`src/rtl/pipe_adder_pkg.sv`:
```
// Shared configuration for the pipelined adder: default geometry and chunk-width helpers.
package pipe_adder_pkg;

    localparam int DEF_D_N    = 32;
    localparam int DEF_STAGES = 4;

    function automatic int ch_w(input int d_n, input int stages);
        return d_n / stages;
    endfunction

    // Legal geometry: at least one stage, no empty chunks, equal chunk widths.
    function automatic bit cfg_ok(input int d_n, input int stages);
        return (stages >= 1) && (stages <= d_n) && ((d_n % stages) == 0);
    endfunction

endpackage

```
`src/rtl/adder_chunk.sv`:
```
// One carry-chain chunk: W-bit add with carry in/out; with PIPE_ADDER_OVF_EN it also
// exposes the carry into its MSB so the top chunk can flag signed overflow.
module adder_chunk
    import pipe_adder_pkg::*;
#(
    parameter int W = ch_w(DEF_D_N, DEF_STAGES)
) (
    input  logic [W-1:0] a,
    input  logic [W-1:0] b,
    input  logic         cin,
    output logic [W-1:0] sum,
    output logic         cout
`ifdef PIPE_ADDER_OVF_EN
    ,
    output logic         cmsb
`endif
);

    logic [W:0] full;

    assign full = {1'b0, a} + {1'b0, b} + {{W{1'b0}}, cin};
    assign sum  = full[W-1:0];
    assign cout = full[W];

`ifdef PIPE_ADDER_OVF_EN
    // Carry into the MSB recovered from the MSB sum bit.
    assign cmsb = a[W-1] ^ b[W-1] ^ sum[W-1];
`endif

endmodule

```
`src/rtl/pipe_adder.sv`:
```
// Pipelined D_N-bit adder/subtractor, one carry chunk per register stage, valid/ready on both ends.
// Optional signed-overflow output w_ovf when PIPE_ADDER_OVF_EN is defined.
module pipe_adder
    import pipe_adder_pkg::*;
#(
    parameter int D_N    = DEF_D_N,
    parameter int STAGES = DEF_STAGES
) (
    input  logic           w_clk,
    input  logic           w_rst_n,
    input  logic           w_in_valid,
    output logic           w_in_ready,
    input  logic [D_N-1:0] w_a,
    input  logic [D_N-1:0] w_b,
    input  logic           w_sub,
    output logic           w_out_valid,
    input  logic           w_out_ready,
    output logic [D_N-1:0] w_s,
    output logic           w_cout
`ifdef PIPE_ADDER_OVF_EN
    ,
    output logic           w_ovf
`endif
);

    localparam int CH_W = ch_w(D_N, STAGES);

    if (!cfg_ok(D_N, STAGES)) begin : g_cfg_err
        $error("pipe_adder: D_N must be a multiple of STAGES and 1 <= STAGES <= D_N");
    end

    logic                       en;
    logic [D_N-1:0]             b_eff;
    logic [D_N-1:0]             a_d [STAGES];
    logic [D_N-1:0]             a_q [STAGES];
    logic [D_N-1:0]             b_d [STAGES];
    logic [D_N-1:0]             b_q [STAGES];
    logic [D_N-1:0]             s_d [STAGES];
    logic [D_N-1:0]             s_q [STAGES];
    logic [STAGES-1:0]          c_d, c_q;
    logic [STAGES-1:0]          vld_d, vld_q;
    logic [STAGES-1:0][CH_W-1:0] ch_sum;
    logic [STAGES-1:0]          ch_cout;
    logic [STAGES-1:0]          ch_cmsb;
    logic                       unused_bits;

    // A stalled output freezes the whole pipe, bubbles included.
    assign en         = ~vld_q[STAGES-1] | w_out_ready;
    assign w_in_ready = en;
    assign b_eff      = w_sub ? ~w_b : w_b;

    for (genvar k = 0; k < STAGES; k++) begin : g_chunk
        if (k == 0) begin : g_first
            adder_chunk #(.W(CH_W)) u_chunk (
                .a   (w_a[CH_W-1:0]),
                .b   (b_eff[CH_W-1:0]),
                .cin (w_sub),
                .sum (ch_sum[k]),
                .cout(ch_cout[k])
`ifdef PIPE_ADDER_OVF_EN
                ,
                .cmsb(ch_cmsb[k])
`endif
            );
        end else begin : g_next
            adder_chunk #(.W(CH_W)) u_chunk (
                .a   (a_q[k-1][k*CH_W +: CH_W]),
                .b   (b_q[k-1][k*CH_W +: CH_W]),
                .cin (c_q[k-1]),
                .sum (ch_sum[k]),
                .cout(ch_cout[k])
`ifdef PIPE_ADDER_OVF_EN
                ,
                .cmsb(ch_cmsb[k])
`endif
            );
        end
    end

`ifndef PIPE_ADDER_OVF_EN
    assign ch_cmsb = '0;
`endif

    always_comb begin
        a_d[0]             = w_a;
        b_d[0]             = b_eff;
        s_d[0]             = '0;
        s_d[0][CH_W-1:0]   = ch_sum[0];
        c_d                = '0;
        c_d[0]             = ch_cout[0];
        vld_d              = '0;
        vld_d[0]           = w_in_valid;
        for (int k = 1; k < STAGES; k++) begin
            a_d[k]                   = a_q[k-1];
            b_d[k]                   = b_q[k-1];
            s_d[k]                   = s_q[k-1];
            s_d[k][k*CH_W +: CH_W]   = ch_sum[k];
            c_d[k]                   = ch_cout[k];
            vld_d[k]                 = vld_q[k-1];
        end
    end

    // Stage registers: chunk k result joins the lower sums already computed.
    always_ff @(posedge w_clk or negedge w_rst_n) begin
        if (!w_rst_n) begin
            for (int k = 0; k < STAGES; k++) begin
                a_q[k] <= '0;
                b_q[k] <= '0;
                s_q[k] <= '0;
            end
            c_q   <= '0;
            vld_q <= '0;
        end else if (en) begin
            for (int k = 0; k < STAGES; k++) begin
                a_q[k] <= a_d[k];
                b_q[k] <= b_d[k];
                s_q[k] <= s_d[k];
            end
            c_q   <= c_d;
            vld_q <= vld_d;
        end
    end

    assign w_out_valid = vld_q[STAGES-1];
    assign w_s         = s_q[STAGES-1];
    assign w_cout      = c_q[STAGES-1];

`ifdef PIPE_ADDER_OVF_EN
    logic ovf_d, ovf_q;

    assign ovf_d = ch_cmsb[STAGES-1] ^ ch_cout[STAGES-1];

    always_ff @(posedge w_clk or negedge w_rst_n) begin
        if (!w_rst_n) begin
            ovf_q <= 1'b0;
        end else if (en) begin
            ovf_q <= ovf_d;
        end
    end

    assign w_ovf = ovf_q;
`endif

    // Last-stage operands and the chunk-local MSB carries below the top chunk are never consumed.
    assign unused_bits = ^{a_q[STAGES-1], b_q[STAGES-1], ch_cmsb};

endmodule

```
`config.mk`:
```
export PLATFORM = sky130hd
export DESIGN_NAME = pipe_adder
export DESIGN_NICKNAME = d
export VERILOG_FILES = /design/src/rtl/pipe_adder_pkg.sv /design/src/rtl/adder_chunk.sv /design/src/rtl/pipe_adder.sv
export SDC_FILE = /design/constraint.sdc
export NUM_CORES = 1
export LEC_CHECK = 0
export CORE_MARGIN = 2
export CORE_UTILIZATION = 60
export CTS_BUF_LIST = sky130_fd_sc_hd__clkbuf_4 sky130_fd_sc_hd__clkbuf_8 sky130_fd_sc_hd__clkbuf_16
export DETAILED_ROUTE_END_ITERATION = 10
export MAX_ROUTING_LAYER = met4
export PLACE_DENSITY = 0.85
export SLEW_MARGIN = 10
export SYNTH_ARGS = -nofsm -noshare
export SYNTH_HDL_FRONTEND = slang
export SYNTH_SLANG_ARGS = --single-unit
```
`constraint.sdc`:
```
create_clock -name w_clk -period 3.3 [get_ports w_clk]
set_input_delay 0.99 -clock w_clk [delete_from_list [all_inputs] [get_ports w_clk]]
set_output_delay 0.99 -clock w_clk [all_outputs]
set_load 0.01 [all_outputs]
```
# After elaboration in Yosys (flattened, before gate mapping)
# Cells that the tools add are included.
[totals]
reg_bits = 280
output_inout_bits = 35
word_cells = 24
[op_classes]
n_addsub = 8
n_mux = 1
bitwise_logic = 3
[ops]
columns = ["op", "count"]
rows = [
  ["$add A8 B8 Y9", 4],
  ["$add A9 B1 Y9", 4],
  ["$mux W32", 1],
  ["$not A32 Y32", 1],
  ["$not A1 Y1", 1],
  ["$or A1 B1 Y1", 1],
]

# Longest topological paths before layout
# Gate-level depths: netlist of run 1.
[logic_depth]
depth_word = 4
depth_mapped = 10
mapped_depth_nobuf = 8

# By module
# From an unflattened synthesis of run 1, not the netlist that was laid out.
[unflattened]
cells_unflattened = 588
area_unflattened_um2 = 9085.0
[by_module_without_submodules]
columns = ["module", "n_inst", "cells_each", "area_each_um2", "seq_area_each_um2"]
rows = [
  ["pipe_adder", 1, 426, 7758.7, 4604.4],
  ["adder_chunk at g_chunk[0].g_first.u_chunk ...", 3, 40, 331.6, 0.0],
  ["adder_chunk at g_chunk[2].g_next.u_chunk", 1, 42, 331.6, 0.0],
]

# Least setup slack after synthesis of run 1
# OpenSTA, ideal clock, no wires.
[synth_timing]
kind = "input to register"
start = "input port w_sub"
end = "register s_q (netlist bit s_d[70])"
setup_ns = 0.064
t_arrival_ns = 2.769
setup_slack_ns = 0.467
cell_stages = 9
path_buffers = 2
path_cell_list = "buf_2 > buf_2 > xor2_1 > ha_1 > nor2b_4 > o311a_4 > o21ba_1 > a211oi_1 > a21o_1"
[synth_via]
elab_chain_len = 3
[synth_rtl]
columns = ["item", "line_no", "text"]
rows = [
  ["start, declared", "pipe_adder.sv:15", "input logic w_sub,"],
  ["$mux W32", "pipe_adder.sv:50", "assign b_eff = w_sub ? ~w_b : w_b;"],
  ["$add A8 B8 Y9", "adder_chunk.sv:21", "assign full = {1'b0, a} + {1'b0, b} + {{W{1'b0}}, cin};"],
  ["$add A9 B1 Y9 (*)", "adder_chunk.sv:21", ""],
  ["end signal, assigned by index", "pipe_adder.sv:117", "s_q[k] <= s_d[k];"],
  ["end, declared", "pipe_adder.sv:39", "logic [D_N-1:0] s_q [STAGES];"],
]
# Mark *: on every way between the ends. The rest lies on a longest branch, timed or not.
# A chain may end at the register's enable or synchronous reset.

# Final worst setup path of run 1
[layout_timing]
start = "input port w_out_ready"
end = "output port w_in_ready"
[layout_via]
elab_chain_len = 1
[layout_rtl]
columns = ["item", "line_no", "text"]
rows = [
  ["start, declared", "pipe_adder.sv:17", "input logic w_out_ready,"],
  ["$or A1 B1 Y1", "pipe_adder.sv:48", "assign en = ~vld_q[STAGES-1] | w_out_ready;"],
  ["end, declared", "pipe_adder.sv:12", "output logic w_in_ready,"],
]
# No other way between the ends.

==> metrics, run 1 <==
CP max-delay cell clkdlybuf4s50_1; crit end category output pin; Std-Cell Rows 42; CP Data Arrival Time 2180 ps; CTS tree done; Top Ports 104; via/cell ratio 5.25; Mapped Avg Cell Area 9.09 sq um; most common flop cell mapped by yosys dfrtp_1; port bufs 103; post-DP HPWL 10.3 mm; Hold Vio Cnt, Final 0; number of global-route vias before repair 6123; Avg WL per Cell 14.1 um; power share of the clock group 21.9%; maximum achievable frequency 0.316 GHz; Initial Util 61.9%; Post-CTS Setup Inserts 0; clk_lat worst skew 430 ps; CTS Buffer Depth 2; max-slew violations 0; DRC Markers 0; switch share 36.4%; largest cells by area after synthesis dfrtp_1 55%, nand2_1 19%, ha_1 4.2%, o21ai_0 3.4%, xnor2_1 3.1%; Die W 122 um; Ant. Diodes 0; Fin Clk Skew 7.96 ps; Yosys top cell area share 55.5%; Post-Syn Instances 913; worst hold path class flop to flop; worst slew pin tran 846 ps; Critical Path Fanout Max 2; clock sinks 184; outcome completed; largest net degree at the start of global routing 213; Worst Setup Path Type input port to output pin; number of DRC violations after detailed-routing iteration 0 423; post-synthesis sequential area ratio 55.5%; ratio of final minimum period to clock period 96.0%; Global Route Usage Sum 25.3%; Internal Power 0.00607 W; Sw Pwr 0.00347 W; cells along the critical path clkdlybuf4s50_1, nor2b_4, inv_4, clkdlybuf4s50_1; clk root buf clkbuf_16; RSZ-0062 raised after global routing false; Static Leakage 4.92 nW; WL final 16.7 mm; mapped cell area 0.00830 sq mm; die area 0.0148 sq mm; hold_buf cts 0; worst rel slew slack 43.6%; Synth-to-Final Area Change 21.4%; share of post-route cells with drive strength above 1 4.95%; Worst VDD drop 0.000522 V; Crit path largest cell delay 470 ps; first-pass GRT wire length 28.4 mm; Routability Congestion 0.815; Setup violations, final 0; CP dominant cell by count clkdlybuf4s50_1; Post-synth EDFFs 0; post-synth cell types 39; Max Cap Viol 0; fill count 958; power density over the cells 947 mW/mm^2; Core Footprint 0.0134 sq mm; total grt overflow 0; Design Area, Final 0.0101 sq mm; Pre-antenna DRT Iters 6; antenna viol nets, final 0; final layout net count 1102; Final Util 75.2%; CTS clk-pin slew, worst paths 70 ps; combinational power share 37.7%; most frequent cell after synthesis nand2_1; Synthesized Nets 1017; vias 6236; most frequent cells after synthesis 426 x nand2_1, 184 x dfrtp_1, 57 x o21ai_0, 29 x xnor2_1, 28 x ha_1; setup_tns 0 ps; Worst Setup Start Kind input port; crit path buf inv count 3; Die Span Y 122 um; post_cts resized 0; minimum clock period 3170 ps; H-tree depth 4; TritonCTS buffer count 17; initial antenna violation count 0; post-place instance area 0.00946 sq mm; Synth async-reset ratio 100%; yosys warns 0; Yosys reg bits 184; area leader, netlist dfrtp_1; Top Family by Delay on Critical Path buffers and inverters; sequential power share 40.4%; Critical Path RT 2310 ps
-- final cells by class --
type | count | area [sq um] | share of cell area (%)
Clock inverter | 15 | 188 | 1.86
Clock buffer | 17 | 425 | 4.22
Timing Repair Buffer | 111 | 1130 | 11.2
Multi-Input combinational cell | 673 | 3460 | 34.4
Sequential cell | 184 | 4600 | 45.7
Inverter | 11 | 43.8 | 0.435
Tap cell | 176 | 220 | 2.19
-- registers in the layout (all words and copies together) (netlist names) --
name and count:
a_d 48, vld_q 4, b_d 48, w_s 32
s_d 48, c_q 4
-- metrics by stage --
step / setup WS [ps] / std cells / hold WS, ps / total power (W)
2_1_floorplan: 467 / 913 / 430 / 0.00620
3_3_place_gp: 139 / 1155 / 440 / 0.00718
3_5_place_dp: 134 / 1155 / 455 / 0.00740
4_1_cts: 128 / 1187 / 470 / 0.00959
5_1_grt: 96.8 / 1187 / 483 / 0.0103
6_report: 131 / 1187 / 464 / 0.00954
-- placed cells by master, fill, tap and decap left out, types with 7 or more instances in the layout --
cell	netlist	final
clkdlybuf4s50_1	0	101
xnor2_1	29	29
ha_1	28	28
fa_1	7	7
nor2_1	27	27
dfrtp_1	184	184
nand2_1	426	426
o21ai_0	57	57
inv_1	10	10
xor2_1	17	17
clkbuf_16	0	17
a21o_1	7	7
a211oi_1	10	10
a21oi_1	22	22
-- power groups by stage --
stage | registers, W | logic [W] | clock network (W)
4_1_cts | 0.00385 | 0.00362 | 0.00212
2_1_floorplan | 0.00383 | 0.00237 | 0
3_5_place_dp | 0.00387 | 0.00353 | 0
5_1_grt | 0.00397 | 0.00410 | 0.00222
3_3_place_gp | 0.00382 | 0.00336 | 0
6_report | 0.00385 | 0.00360 | 0.00209
-- cells by family after synthesis --
group / Yosys count / synth area share (%)
AO/OA/AOI/OAI: 117 / 8.47
XOR/XNOR: 46 / 4.85
adder cells (fa/ha/maj): 35 / 5.91
buffers and inverters: 56 / 2.88
flip-flops: 184 / 55.5
multiplexers: 2 / 0.241
AND/OR/NAND/NOR: 473 / 22.2
-- path summary, 6_finish.rpt --
path,from,depth (start not counted),slack (ps),endpoint
setup / recovery,w_out_ready,4,130,w_in_ready
hold / removal,w_s[25],2,460,w_s[25]
setup reg to reg,a_d[48],7,810,c_q[2]
hold reg to reg,w_s[25],2,460,w_s[25]
max in group asynchronous,w_rst_n,2,1900,w_s[19]
min in group asynchronous,w_rst_n,1,590,a_d[31]
-- tightest hold or removal path: cells and delay by family, from the launching register on --
kind / cells / cell delay (ps)
AND/OR/NAND/NOR: 2 / 90
flip-flops: 1 / 340
-- routing by layer --
layer | share of wire, % | global-route usage, % | vias to the layer above
li1 | - | - | 3085
met1 | 44 | 32.6 | 2996
met2 | 51 | 40.6 | 120
met3 | 2.8 | 4.21 | 35
met4 | 2.4 | 9.77 | 0
met5 | 0 | - | -
Note: power is estimated with default switching activity, not from simulation.
==> run 2, diff against run 1 <==
--- a/config.mk
+++ b/config.mk
@@ -8,6 +8,7 @@
 export CORE_MARGIN = 2
 export CORE_UTILIZATION = 60
 export CTS_BUF_LIST = sky130_fd_sc_hd__clkbuf_4 sky130_fd_sc_hd__clkbuf_8 sky130_fd_sc_hd__clkbuf_16
+export CTS_CLUSTER_SIZE = 25
 export DETAILED_ROUTE_END_ITERATION = 10
 export MAX_ROUTING_LAYER = met4
 export PLACE_DENSITY = 0.85
==> results of run 2 <==
No change in the layout: final DEF, timing and power equal those of run 1.
==> run 3, diff against run 2 <==
==> constraint.sdc (replaced) <==
create_clock -name w_clk -period 4 [get_ports w_clk]
set_input_delay 1.2 -clock w_clk [delete_from_list [all_inputs] [get_ports w_clk]]
set_output_delay 1.2 -clock w_clk [all_outputs]
set_load 0.01 [all_outputs]
==> metrics, run 3 (same netlist as run 1, synthesis figures left out) <==
outcome completed; fill count 935; port bufs 103; Pre-antenna DRT Iters 5; Die Span Y 122 um; leading cell type in the layout, fill and taps excluded nand2_1; Synth-to-Final Area Change 21.0%; commonest non-fill, non-tap cells in the layout 426 x nand2_1, 184 x dfrtp_1, 101 x clkdlybuf4s50_1; CP Data Arrival Time 2360 ps; post_cts resized 0; Routability Congestion 0.817; initial antenna violation count 0; cells along the critical path clkdlybuf4s50_1, nor2b_4, inv_4, clkdlybuf4s50_1; clock sinks 184; antenna viol nets, final 0; Setup violations, final 0; vias 6224; Crit path largest cell delay 470 ps; via/cell ratio 5.25; minimum clock period 3560 ps; Global Route Usage Sum 25.7%; clk_lat worst skew 440 ps; Worst Setup Path Type input port to output pin; first-pass GRT wire length 28.7 mm; Hold Vio Cnt, Final 0; Ant. Diodes 0; Initial Util 61.9%; WL final 16.7 mm; CTS tree done; number of global-route vias before repair 5986; Avg WL per Cell 14.1 um; Final Util 75.0%; hold_buf cts 0; crit end category output pin; Std-Cell Rows 42; H-tree depth 4; RSZ-0062 raised after global routing false; Max Cap Viol 0; Tot Pwr 0.00786 W; Static Leakage 4.92 nW; Critical Path RT 2800 ps; number of DRC violations after detailed-routing iteration 0 481; Worst Setup Start Kind input port; max-slew violations 0; TritonCTS buffer count 17; power density over the cells 783 mW/mm^2; worst rel slew slack 39.8%; Top Ports 104; Fin Clk Skew 6.79 ps; Die W 122 um; Critical Path Fanout Max 2; share of post-route cells with drive strength above 1 4.76%; Core Footprint 0.0134 sq mm; DRC Markers 0; CTS clk-pin slew, worst paths 60 ps; total grt overflow 0; Worst VDD drop 0.000400 V; CP max-delay cell clkdlybuf4s50_1; CTS Buffer Depth 2; setup_tns 0 ps; Post-CTS Setup Inserts 0; worst slew pin tran 903 ps; final layout net count 1100; die area 0.0148 sq mm; CP dominant cell by count clkdlybuf4s50_1; post-DP HPWL 10.6 mm; ratio of final minimum period to clock period 89.0%; worst hold path class flop to flop; clk root buf clkbuf_16; largest net degree at the start of global routing 213; maximum achievable frequency 0.281 GHz
-- run 3: layout make-up --
type / instances / area (sq um) / share of cell area [%]
Tap cell: 176 / 220 / 2.19
Multi-Input combinational cell: 673 / 3460 / 34.5
Clock buffer: 19 / 447 / 4.45
Inverter: 11 / 43.8 / 0.436
Timing Repair Buffer: 109 / 1100 / 10.9
Sequential cell: 184 / 4600 / 45.8
Clock inverter: 13 / 166 / 1.66
-- run 3: report_power, final --
part           total [W]  switching [W]  internal (W)  leakage [nW]
sequential       0.00319       0.000493       0.00270          2.21
clock            0.00174       0.000724       0.00101         0.306
combinational    0.00293        0.00163       0.00131          2.40
total            0.00786        0.00284       0.00502          4.92
-- run 3: critical path: cells and delay by family --
kind / cells / cell delay (ps)
buffers and inverters: 3 / 950
and+or+nand+nor: 1 / 210
-- run 3: stage by stage --
step                hold slack, ps  worst slack, ps  std cells  instance area (sq um)
floorplan                      430              957        913                   8300
global placement               441              371       1153                   9430
detailed placement             455              409       1153                   9430
CTS                            470              429       1185                  10000
global route                   488              395       1185                  10000
finish                         464              439       1185                  10000
-- run 3: worst paths after layout --
kind	slack [ps]	startpoint	cells after the start	endpoint
max	440	w_out_ready	4	w_in_ready
min	460	w_s[20]	2	w_s[20]
max reg2reg	1560	a_d[48]	7	c_q[2]
min reg2reg	460	w_s[20]	2	w_s[20]
max in group asynchronous	2270	w_rst_n	2	s_d[64]
min in group asynchronous	820	w_rst_n	1	a_d[95]
-- run 3: routing by layer --
layer | wire length (um) | GRT usage, %
met2 | 8580 | 42.0
met3 | 597 | 5.24
met4 | 306 | 8.26
met1 | 7210 | 32.6
met5 | 0 | -
